<file path="src/rtl/cb_col_receiver_pkg.sv">
// Shared definitions for the crossbar column receiver: widths, queue-select field layout,
// FSM state codes and small helpers.
`ifndef DISPATCH_WIDTH
`define DISPATCH_WIDTH 32
`endif

package cb_col_receiver_pkg;

  localparam int unsigned DISPATCH_WIDTH = `DISPATCH_WIDTH;
  localparam int unsigned QSEL_W         = 5;
  localparam int unsigned NUM_Q          = 32;

  // queue_sel = {priority, dest_port}
  localparam int unsigned PRIO_MSB = 4;
  localparam int unsigned PRIO_LSB = 2;
  localparam int unsigned PORT_MSB = 1;
  localparam int unsigned PORT_LSB = 0;

  typedef enum logic [1:0] {
    StIdle = 2'd0,
    StLook = 2'd1,
    StWr   = 2'd2
  } rx_state_e;

  function automatic logic [QSEL_W-1:0] qsel_make(input logic [2:0] prio,
                                                  input logic [1:0] port);
    logic [QSEL_W-1:0] q;
    q                    = '0;
    q[PRIO_MSB:PRIO_LSB] = prio;
    q[PORT_MSB:PORT_LSB] = port;
    return q;
  endfunction

  function automatic logic [15:0] sat_inc16(input logic [15:0] v);
    return (v == 16'hFFFF) ? v : v + 16'd1;
  endfunction

endpackage

</file>
<file path="src/rtl/cb_col_receiver_if.sv">
// Column-side, shared-buffer-side and scheduler-side signals of one column receiver.
// The slave modport is the receiver; the master modport is its environment.
interface cb_col_receiver_if
  import cb_col_receiver_pkg::*;
#(
  parameter int unsigned DW  = DISPATCH_WIDTH,
  parameter int unsigned QAW = 4
);

  logic [QSEL_W-1:0]     cb_queue_sel;
  logic [DW-1:0]         cb_dout;
  logic                  cb_dat_valid;
  logic                  sb_wr_en;
  logic [QSEL_W+QAW-1:0] sb_wr_addr;
  logic [DW-1:0]         sb_wr_data;
  logic                  sb_wr_ready;
  logic                  deq_valid;
  logic [QSEL_W-1:0]     deq_qidx;
  logic [NUM_Q-1:0]      q_nonempty;
  logic                  err_underflow;

  modport slave (
    input  cb_queue_sel, cb_dout, cb_dat_valid, sb_wr_ready, deq_valid, deq_qidx,
    output sb_wr_en, sb_wr_addr, sb_wr_data, q_nonempty, err_underflow
  );

  modport master (
    output cb_queue_sel, cb_dout, cb_dat_valid, sb_wr_ready, deq_valid, deq_qidx,
    input  sb_wr_en, sb_wr_addr, sb_wr_data, q_nonempty, err_underflow
  );

endinterface

</file>
<file path="src/rtl/cb_rx_fifo.sv">
// Small synchronous skid FIFO; pushes into a full FIFO and pops from an empty one are ignored.
module cb_rx_fifo #(
  parameter int unsigned Width = 37,
  parameter int unsigned Depth = 4
) (
  input  logic             i_clk,
  input  logic             i_rst_n,
  input  logic             push_i,
  input  logic [Width-1:0] wdata_i,
  input  logic             pop_i,
  output logic [Width-1:0] rdata_o,
  output logic             full_o,
  output logic             empty_o
);

  localparam int unsigned AddrW = $clog2(Depth);

  logic [Width-1:0] mem_q [Depth];
  logic [AddrW:0]   wr_ptr_q, rd_ptr_q;
  logic             do_push, do_pop;

  // Extra pointer bit separates full from empty when the index bits match.
  assign empty_o = (wr_ptr_q == rd_ptr_q);
  assign full_o  = (wr_ptr_q[AddrW] != rd_ptr_q[AddrW]) &&
                   (wr_ptr_q[AddrW-1:0] == rd_ptr_q[AddrW-1:0]);
  assign rdata_o = mem_q[rd_ptr_q[AddrW-1:0]];

  assign do_push = push_i && !full_o;
  assign do_pop  = pop_i && !empty_o;

  always_ff @(posedge i_clk or negedge i_rst_n) begin
    if (!i_rst_n) begin
      wr_ptr_q <= '0;
      rd_ptr_q <= '0;
    end else begin
      if (do_push) wr_ptr_q <= wr_ptr_q + 1'b1;
      if (do_pop)  rd_ptr_q <= rd_ptr_q + 1'b1;
    end
  end

  always_ff @(posedge i_clk) begin
    if (do_push) mem_q[wr_ptr_q[AddrW-1:0]] <= wdata_i;
  end

endmodule

</file>
<file path="src/rtl/cb_col_receiver.sv">
// Receive end of one crossbar column: files words into 32 per-queue ring regions of the shared
// buffer. Define CB_RX_STATS_EN to add saturating drop counters.
module cb_col_receiver
  import cb_col_receiver_pkg::*;
#(
  parameter int unsigned DW         = DISPATCH_WIDTH,
  parameter int unsigned FIFO_DEPTH = 4,
  parameter int unsigned QAW        = 4
) (
  input  logic              i_clk,
  input  logic              i_rst_n,
  cb_col_receiver_if.slave  bus_io
`ifdef CB_RX_STATS_EN
  ,
  output logic [15:0]       o_drop_fifo_cnt,
  output logic [15:0]       o_drop_qfull_cnt
`endif
);

  localparam int unsigned FW = QSEL_W + DW;
  localparam logic [QAW:0] OccFull = {1'b1, {QAW{1'b0}}};

  rx_state_e         state_q, state_d;
  logic [QSEL_W-1:0] hold_qidx_q, hold_qidx_d;
  logic [DW-1:0]     hold_data_q, hold_data_d;
  logic [QAW-1:0]    ptr_q [NUM_Q];
  logic [QAW-1:0]    ptr_d [NUM_Q];
  logic [QAW:0]      occ_q [NUM_Q];
  logic [QAW:0]      occ_d [NUM_Q];
  logic [NUM_Q-1:0]  deq_hit, nonempty_d, nonempty_q;
  logic              underflow_q, underflow_d;

  logic              fifo_push, fifo_pop, fifo_full, fifo_empty;
  logic [FW-1:0]     fifo_rdata;
  logic              wr_en, wr_hs, q_full;

  assign fifo_push = bus_io.cb_dat_valid && !fifo_full;

  cb_rx_fifo #(
    .Width (FW),
    .Depth (FIFO_DEPTH)
  ) u_fifo (
    .i_clk   (i_clk),
    .i_rst_n (i_rst_n),
    .push_i  (fifo_push),
    .wdata_i ({bus_io.cb_queue_sel, bus_io.cb_dout}),
    .pop_i   (fifo_pop),
    .rdata_o (fifo_rdata),
    .full_o  (fifo_full),
    .empty_o (fifo_empty)
  );

  assign q_full = (occ_q[hold_qidx_q] == OccFull);

  // State register
  always_ff @(posedge i_clk or negedge i_rst_n) begin
    if (!i_rst_n) state_q <= StIdle;
    else          state_q <= state_d;
  end

  // Next-state logic
  always_comb begin
    state_d = state_q;
    unique case (state_q)
      StIdle:  if (!fifo_empty) state_d = StLook;
      StLook:  state_d = q_full ? StIdle : StWr;
      StWr:    if (bus_io.sb_wr_ready) state_d = StIdle;
      default: state_d = StIdle;
    endcase
  end

  // Output / datapath control
  always_comb begin
    fifo_pop    = 1'b0;
    wr_en       = 1'b0;
    wr_hs       = 1'b0;
    hold_qidx_d = hold_qidx_q;
    hold_data_d = hold_data_q;
    unique case (state_q)
      StIdle: begin
        if (!fifo_empty) begin
          fifo_pop    = 1'b1;
          hold_qidx_d = fifo_rdata[FW-1 -: QSEL_W];
          hold_data_d = fifo_rdata[DW-1:0];
        end
      end
      StWr: begin
        wr_en = 1'b1;
        wr_hs = bus_io.sb_wr_ready;
      end
      default: ;
    endcase
  end

  // Address and data come straight from the holding regs; wr_ptr of the held queue can only
  // change on this FSM's own handshake, so they stay stable while the request is pending.
  assign bus_io.sb_wr_en      = wr_en;
  assign bus_io.sb_wr_addr    = {hold_qidx_q, ptr_q[hold_qidx_q]};
  assign bus_io.sb_wr_data    = hold_data_q;
  assign bus_io.q_nonempty    = nonempty_q;
  assign bus_io.err_underflow = underflow_q;

  always_comb begin
    for (int q = 0; q < NUM_Q; q++) begin
      deq_hit[q]    = bus_io.deq_valid && (bus_io.deq_qidx == QSEL_W'(q)) && (occ_q[q] != '0);
      ptr_d[q]      = ptr_q[q];
      occ_d[q]      = occ_q[q];
      nonempty_d[q] = (occ_q[q] != '0);
      if (wr_hs && (hold_qidx_q == QSEL_W'(q))) begin
        ptr_d[q] = ptr_q[q] + 1'b1;
        if (!deq_hit[q]) occ_d[q] = occ_q[q] + 1'b1;
      end else if (deq_hit[q]) begin
        occ_d[q] = occ_q[q] - 1'b1;
      end
    end
    underflow_d = underflow_q || (bus_io.deq_valid && (occ_q[bus_io.deq_qidx] == '0));
  end

  always_ff @(posedge i_clk or negedge i_rst_n) begin
    if (!i_rst_n) begin
      hold_qidx_q <= '0;
      hold_data_q <= '0;
      nonempty_q  <= '0;
      underflow_q <= 1'b0;
      for (int q = 0; q < NUM_Q; q++) begin
        ptr_q[q] <= '0;
        occ_q[q] <= '0;
      end
    end else begin
      hold_qidx_q <= hold_qidx_d;
      hold_data_q <= hold_data_d;
      nonempty_q  <= nonempty_d;
      underflow_q <= underflow_d;
      for (int q = 0; q < NUM_Q; q++) begin
        ptr_q[q] <= ptr_d[q];
        occ_q[q] <= occ_d[q];
      end
    end
  end

`ifdef CB_RX_STATS_EN
  logic [15:0] drop_fifo_q, drop_qfull_q;

  always_ff @(posedge i_clk or negedge i_rst_n) begin
    if (!i_rst_n) begin
      drop_fifo_q  <= '0;
      drop_qfull_q <= '0;
    end else begin
      if (bus_io.cb_dat_valid && fifo_full) drop_fifo_q <= sat_inc16(drop_fifo_q);
      if ((state_q == StLook) && q_full)    drop_qfull_q <= sat_inc16(drop_qfull_q);
    end
  end

  assign o_drop_fifo_cnt  = drop_fifo_q;
  assign o_drop_qfull_cnt = drop_qfull_q;
`endif

endmodule
</file>
<file path="src/flat_wrapper.sv">
// flat-port wrapper written by rule: the top's interface ports become plain ports
module cb_col_receiver_flat import cb_col_receiver_pkg::*;
#(
  parameter int unsigned DW         = DISPATCH_WIDTH,
  parameter int unsigned FIFO_DEPTH = 4,
  parameter int unsigned QAW        = 4
)
  (i_clk, i_rst_n, bus_io_cb_queue_sel, bus_io_cb_dout, bus_io_cb_dat_valid, bus_io_sb_wr_ready, bus_io_deq_valid, bus_io_deq_qidx, bus_io_sb_wr_en, bus_io_sb_wr_addr, bus_io_sb_wr_data, bus_io_q_nonempty, bus_io_err_underflow);
  cb_col_receiver_if #(.DW(DW), .QAW(QAW)) bus_io_i ();
  input  logic i_clk;
  input  logic i_rst_n;
  input wire logic [$bits(bus_io_i.cb_queue_sel)-1:0] bus_io_cb_queue_sel;
  input wire logic [$bits(bus_io_i.cb_dout)-1:0] bus_io_cb_dout;
  input wire logic [$bits(bus_io_i.cb_dat_valid)-1:0] bus_io_cb_dat_valid;
  input wire logic [$bits(bus_io_i.sb_wr_ready)-1:0] bus_io_sb_wr_ready;
  input wire logic [$bits(bus_io_i.deq_valid)-1:0] bus_io_deq_valid;
  input wire logic [$bits(bus_io_i.deq_qidx)-1:0] bus_io_deq_qidx;
  output wire logic [$bits(bus_io_i.sb_wr_en)-1:0] bus_io_sb_wr_en;
  output wire logic [$bits(bus_io_i.sb_wr_addr)-1:0] bus_io_sb_wr_addr;
  output wire logic [$bits(bus_io_i.sb_wr_data)-1:0] bus_io_sb_wr_data;
  output wire logic [$bits(bus_io_i.q_nonempty)-1:0] bus_io_q_nonempty;
  output wire logic [$bits(bus_io_i.err_underflow)-1:0] bus_io_err_underflow;
  assign bus_io_i.cb_queue_sel = bus_io_cb_queue_sel;
  assign bus_io_i.cb_dout = bus_io_cb_dout;
  assign bus_io_i.cb_dat_valid = bus_io_cb_dat_valid;
  assign bus_io_i.sb_wr_ready = bus_io_sb_wr_ready;
  assign bus_io_i.deq_valid = bus_io_deq_valid;
  assign bus_io_i.deq_qidx = bus_io_deq_qidx;
  assign bus_io_sb_wr_en = bus_io_i.sb_wr_en;
  assign bus_io_sb_wr_addr = bus_io_i.sb_wr_addr;
  assign bus_io_sb_wr_data = bus_io_i.sb_wr_data;
  assign bus_io_q_nonempty = bus_io_i.q_nonempty;
  assign bus_io_err_underflow = bus_io_i.err_underflow;
  cb_col_receiver #(.DW(DW), .FIFO_DEPTH(FIFO_DEPTH), .QAW(QAW)) u_core (.i_clk(i_clk), .i_rst_n(i_rst_n), .bus_io(bus_io_i));
endmodule
</file>
<file path="config.mk">
export PLATFORM = sky130hd
export DESIGN_NAME = cb_col_receiver_flat
export DESIGN_NICKNAME = d
export VERILOG_FILES = /design/src/rtl/cb_col_receiver_pkg.sv /design/src/rtl/cb_col_receiver_if.sv /design/src/rtl/cb_rx_fifo.sv /design/src/rtl/cb_col_receiver.sv /design/src/flat_wrapper.sv
export SDC_FILE = /design/constraint.sdc
export NUM_CORES = 1
export LEC_CHECK = 0
export BUFFER_PORTS_ARGS = -buffer_cell sky130_fd_sc_hd__buf_4
export CAP_MARGIN = 25
export CORE_ASPECT_RATIO = 0.8
export CORE_MARGIN = 3
export CORE_UTILIZATION = 29
export CTS_CLUSTER_DIAMETER = 60
export DETAILED_ROUTE_END_ITERATION = 6
export HOLD_SLACK_MARGIN = 0.02
export MAX_ROUTING_LAYER = met4
export PLACE_DENSITY = 0.45
export RECOVER_POWER = 100
export SETUP_SLACK_MARGIN = 0.2
export SYNTH_ARGS = -nofsm -noshare
export SYNTH_HDL_FRONTEND = slang
export SYNTH_SLANG_ARGS = --single-unit
</file>
<file path="constraint.sdc">
create_clock -name i_clk -period 5 [get_ports i_clk]
set_input_delay 1 -clock i_clk [delete_from_list [all_inputs] [get_ports i_clk]]
set_output_delay 1 -clock i_clk [all_outputs]
set_load 0.005 [all_outputs]
</file>
==> out/qor.yml <==
status:
  status: "finished with violations"
  violations: "capacitance limit, slew limit"
power_and_ir_drop:
  power_uw: 18650
  combPwrFrac_pct: 35.0
  p_sw_uw: 6736
  ir_drop_uv: 286.2
  pwr-share-seq_pct: 38.2
  leakage_uw: 0.01268
  intPower_uw: 11910
  switching_share_pct: 36.12
  p_clk_share_pct: 26.8
  powerDensity_mw_per_mm2: 603.8
floorplan:
  die_h_microns: 277.2
  io_pins: 122
  design.die.area_sq_mm: 0.09562
  start_util_pct: 29.54
  core_sq_mm: 0.09025
  rows: 98
  fp.dieW_microns: 345.0
logic_synthesis:
  avgSynthCellArea_sq_um: 12.73
  yosysMostFrequentCell: "dfrtp_1"
  async_flop_share_pct: 71.21
  synth_top_cell_by_area: "dfrtp_1"
  synthCells: 2094
  syn_area_sq_mm: 0.02666
  synth_top_area_share_pct: 34.36
  synth_seq_cells: 514
  yosys_warnings: 0
  synthTopCellsByArea: "dfrtp_1 34%, edfxtp_1 17%, mux4_2 7.2%, ha_1 6.8%, xnor2_1 6.3%"
  synth_cell_types: 72
  synthesis.nets: 2318
  seq_area_frac_synth_pct: 51.03
  ys.flop_type: "dfrtp_1"
  synth_common_cells: "366 x dfrtp_1, 193 x xnor2_1, 154 x nand2_1"
  synth_edf_count: 148
sta:
  period_share_pct: 86.37
  slew_viol_final: 292
  setup_tns_ns: 0
  timing.fmax_mhz: 231.6
  timing.final.ws_setup_ns: 0.6815
  finalHoldViolCount: 0
  setup_viol: 0
  tightest_slew_ns: 2.769
  rsz0062_at_grt: "no"
  period_needed_ns: 4.318
  holdWs_ns: 0.4762
  skew_ns: 0.01825
  slew_headroom_pct: -84.63
detailed_routing:
  antenna_left: 0
  via_count: 17026
  avgRoutedWirePerCell_microns: 20.24
  first_pass_iters: 5
  drc: 0
  drt_iter0_markers: 1253
  vias_per_cell: 4.834
  wl_mm: 71.30
placement:
  dpl_worst_slack_ns: 1.111
  dp_hpwl_mm: 50.05
  portBuffers: 121
  gp_congestion: 0.8413
grt:
  antenna_found_initial: 6
  grt_overflow: 0
  grt_usage_pct: 15.61
  grt_pass1_vias: 17576
  grt_max_degree: 96
  grt_pass1_wl_mm: 110.7
worst_setup_path:
  crit_path_max_incr_delay_ns: 0.99
  crit_arrival_ns: 3.32
  cpLargestDelayFamily: "multiplexers"
  critical_path.max_fanout: 53
  regToRegSetupSlack_ns: 0.83
  cp-start-kind: "flop"
  slowest_stage: "dfrtp_4"
  crit_chain: "mux4_2 > mux4_2 > mux2_1 > buf_4"
  end_kind: "primary output"
  worst_ep_required_time_ns: 4.00
  crit_type: "reg2out"
  crit_path_frequent_cell: "mux4_2"
  worst-path-buf-inv: 1
clock_network:
  cts_hold_buf: 0
  cts_resized: 0
  root_buffer: "clkbuf_16"
  clk_latency_ns: 0.61
  cts_tree: "done"
  clock-sinks: 514
  cts_buffers: 69
  cts_buffer_depth: 3
  clk_pin_slew_worst_paths_ns: 0.06
  htreeDepth: 3
  post_cts_buffers: 0
layout:
  multi_input_area_sq_mm: 0.01227
  drive_above_1_share_pct: 16.28
  seq_area_sq_mm: 0.01361
  nets: 2487
  nFillCells: 9033
  areaGrowthSynthToFinish_pct: 15.86
run:
  cap_viol_max_count: 8
hold_path:
  hold_class: "reg2reg"
-- state kept, by name, summed over array words and instances, names as in the netlist --
signal / cells
u_core.occ_q: 160
u_core.u_fifo.mem_q: 148
u_core.ptr_q: 128
u_core.bus_io.q_nonempty: 32
u_core.bus_io.sb_wr_data: 32
u_core.hold_qidx_q: 5
u_core.u_fifo.rd_ptr_q: 3
u_core.u_fifo.wr_ptr_q: 3
u_core.state_q: 2
u_core.bus_io.err_underflow: 1
-- final cells by class --
| class | instances | area share, % |
|---|---|---|
| flip-flops and latches | 514 | 44.08 |
| multi-input cells | 1446 | 39.72 |
| clock buffers | 90 | 6.142 |
| well taps | 1200 | 4.862 |
| repair buffers | 149 | 2.787 |
| clock inverters | 34 | 1.349 |
| inverters | 83 | 1.009 |
| diodes | 6 | 0.04862 |
-- power groups by stage --
stage	clock, uW	sequential, uW	combinational, uW
floorplan	0	6570	4910
global placement	0	7160	6630
detailed placement	0	7200	6760
CTS	5180	7140	6810
global route	5370	7350	7340
finish	5000	7120	6530
-- cells by family after synthesis --
logic type,share of synthesized area [%]
and+or+nand+nor,11.20
buffers and inverters,2.061
adders and majority gates,9.209
DFF,51.03
AOI/OAI and AO/OA,5.511
xor gates and xnor gates,8.580
muxes,12.41
-- final timing paths --
path,start,end,cells after the start
worst max-delay path,u_core.hold_qidx_q[0],bus_io_sb_wr_addr[0],4
worst min-delay path,u_core.ptr_q[35],u_core.ptr_q[35],1
worst max register to register,u_core.u_fifo.wr_ptr_q[0],u_core.u_fifo.rd_ptr_q[2],6
worst min register to register,u_core.ptr_q[35],u_core.ptr_q[35],1
max in group asynchronous,i_rst_n,u_core.occ_q[49],2
min in group asynchronous,i_rst_n,u_core.occ_q[15],1
-- cells in the final DEF, fill, tap and decap left out, types with 51 or more instances in the layout --
cell type | netlist | layout
mux4_2 | 85 | 85
edfxtp_1 | 148 | 148
dfrtp_1 | 366 | 362
nor3_1 | 46 | 51
a21oi_1 | 99 | 99
ha_1 | 145 | 145
xnor2_1 | 193 | 198
nand2_1 | 154 | 154
clkbuf_1 | 17 | 89
clkbuf_16 | 0 | 70
mux2_2 | 101 | 97
nor2_1 | 96 | 117
xor2_1 | 52 | 55
inv_1 | 73 | 80
-- through the flow --
stage          area [sq um]  std cells  util (%)
3_3_place_gp          29110       3392     32.26
5_1_grt               30880       3521     34.22
6_report              30880       3522     34.22
2_1_floorplan         26660       2094         -
3_5_place_dp          29110       3392     32.26
4_1_cts               31430       3516     34.82
-- metal layers --
metal | track usage [%] | vias up | wire length [microns]
li1 | - | 7925 | -
met1 | 22.27 | 8617 | 34540
met2 | 21.89 | 376 | 30660
met3 | 3.951 | 108 | 4337
met4 | 4.181 | 0 | 1763
met5 | - | - | 0
-- worst register-to-register path, delay by kind of cell, from the launching register on --
family,cells,cell delay [ns]
XOR/XNOR,2,0.29
buffers and inverters,2,2.35
AND/OR/NAND/NOR,1,0.21
flip-flops,1,0.43
AO/OA/AOI/OAI,1,0.81
No activity file was read; power rests on OpenSTA's default activity.
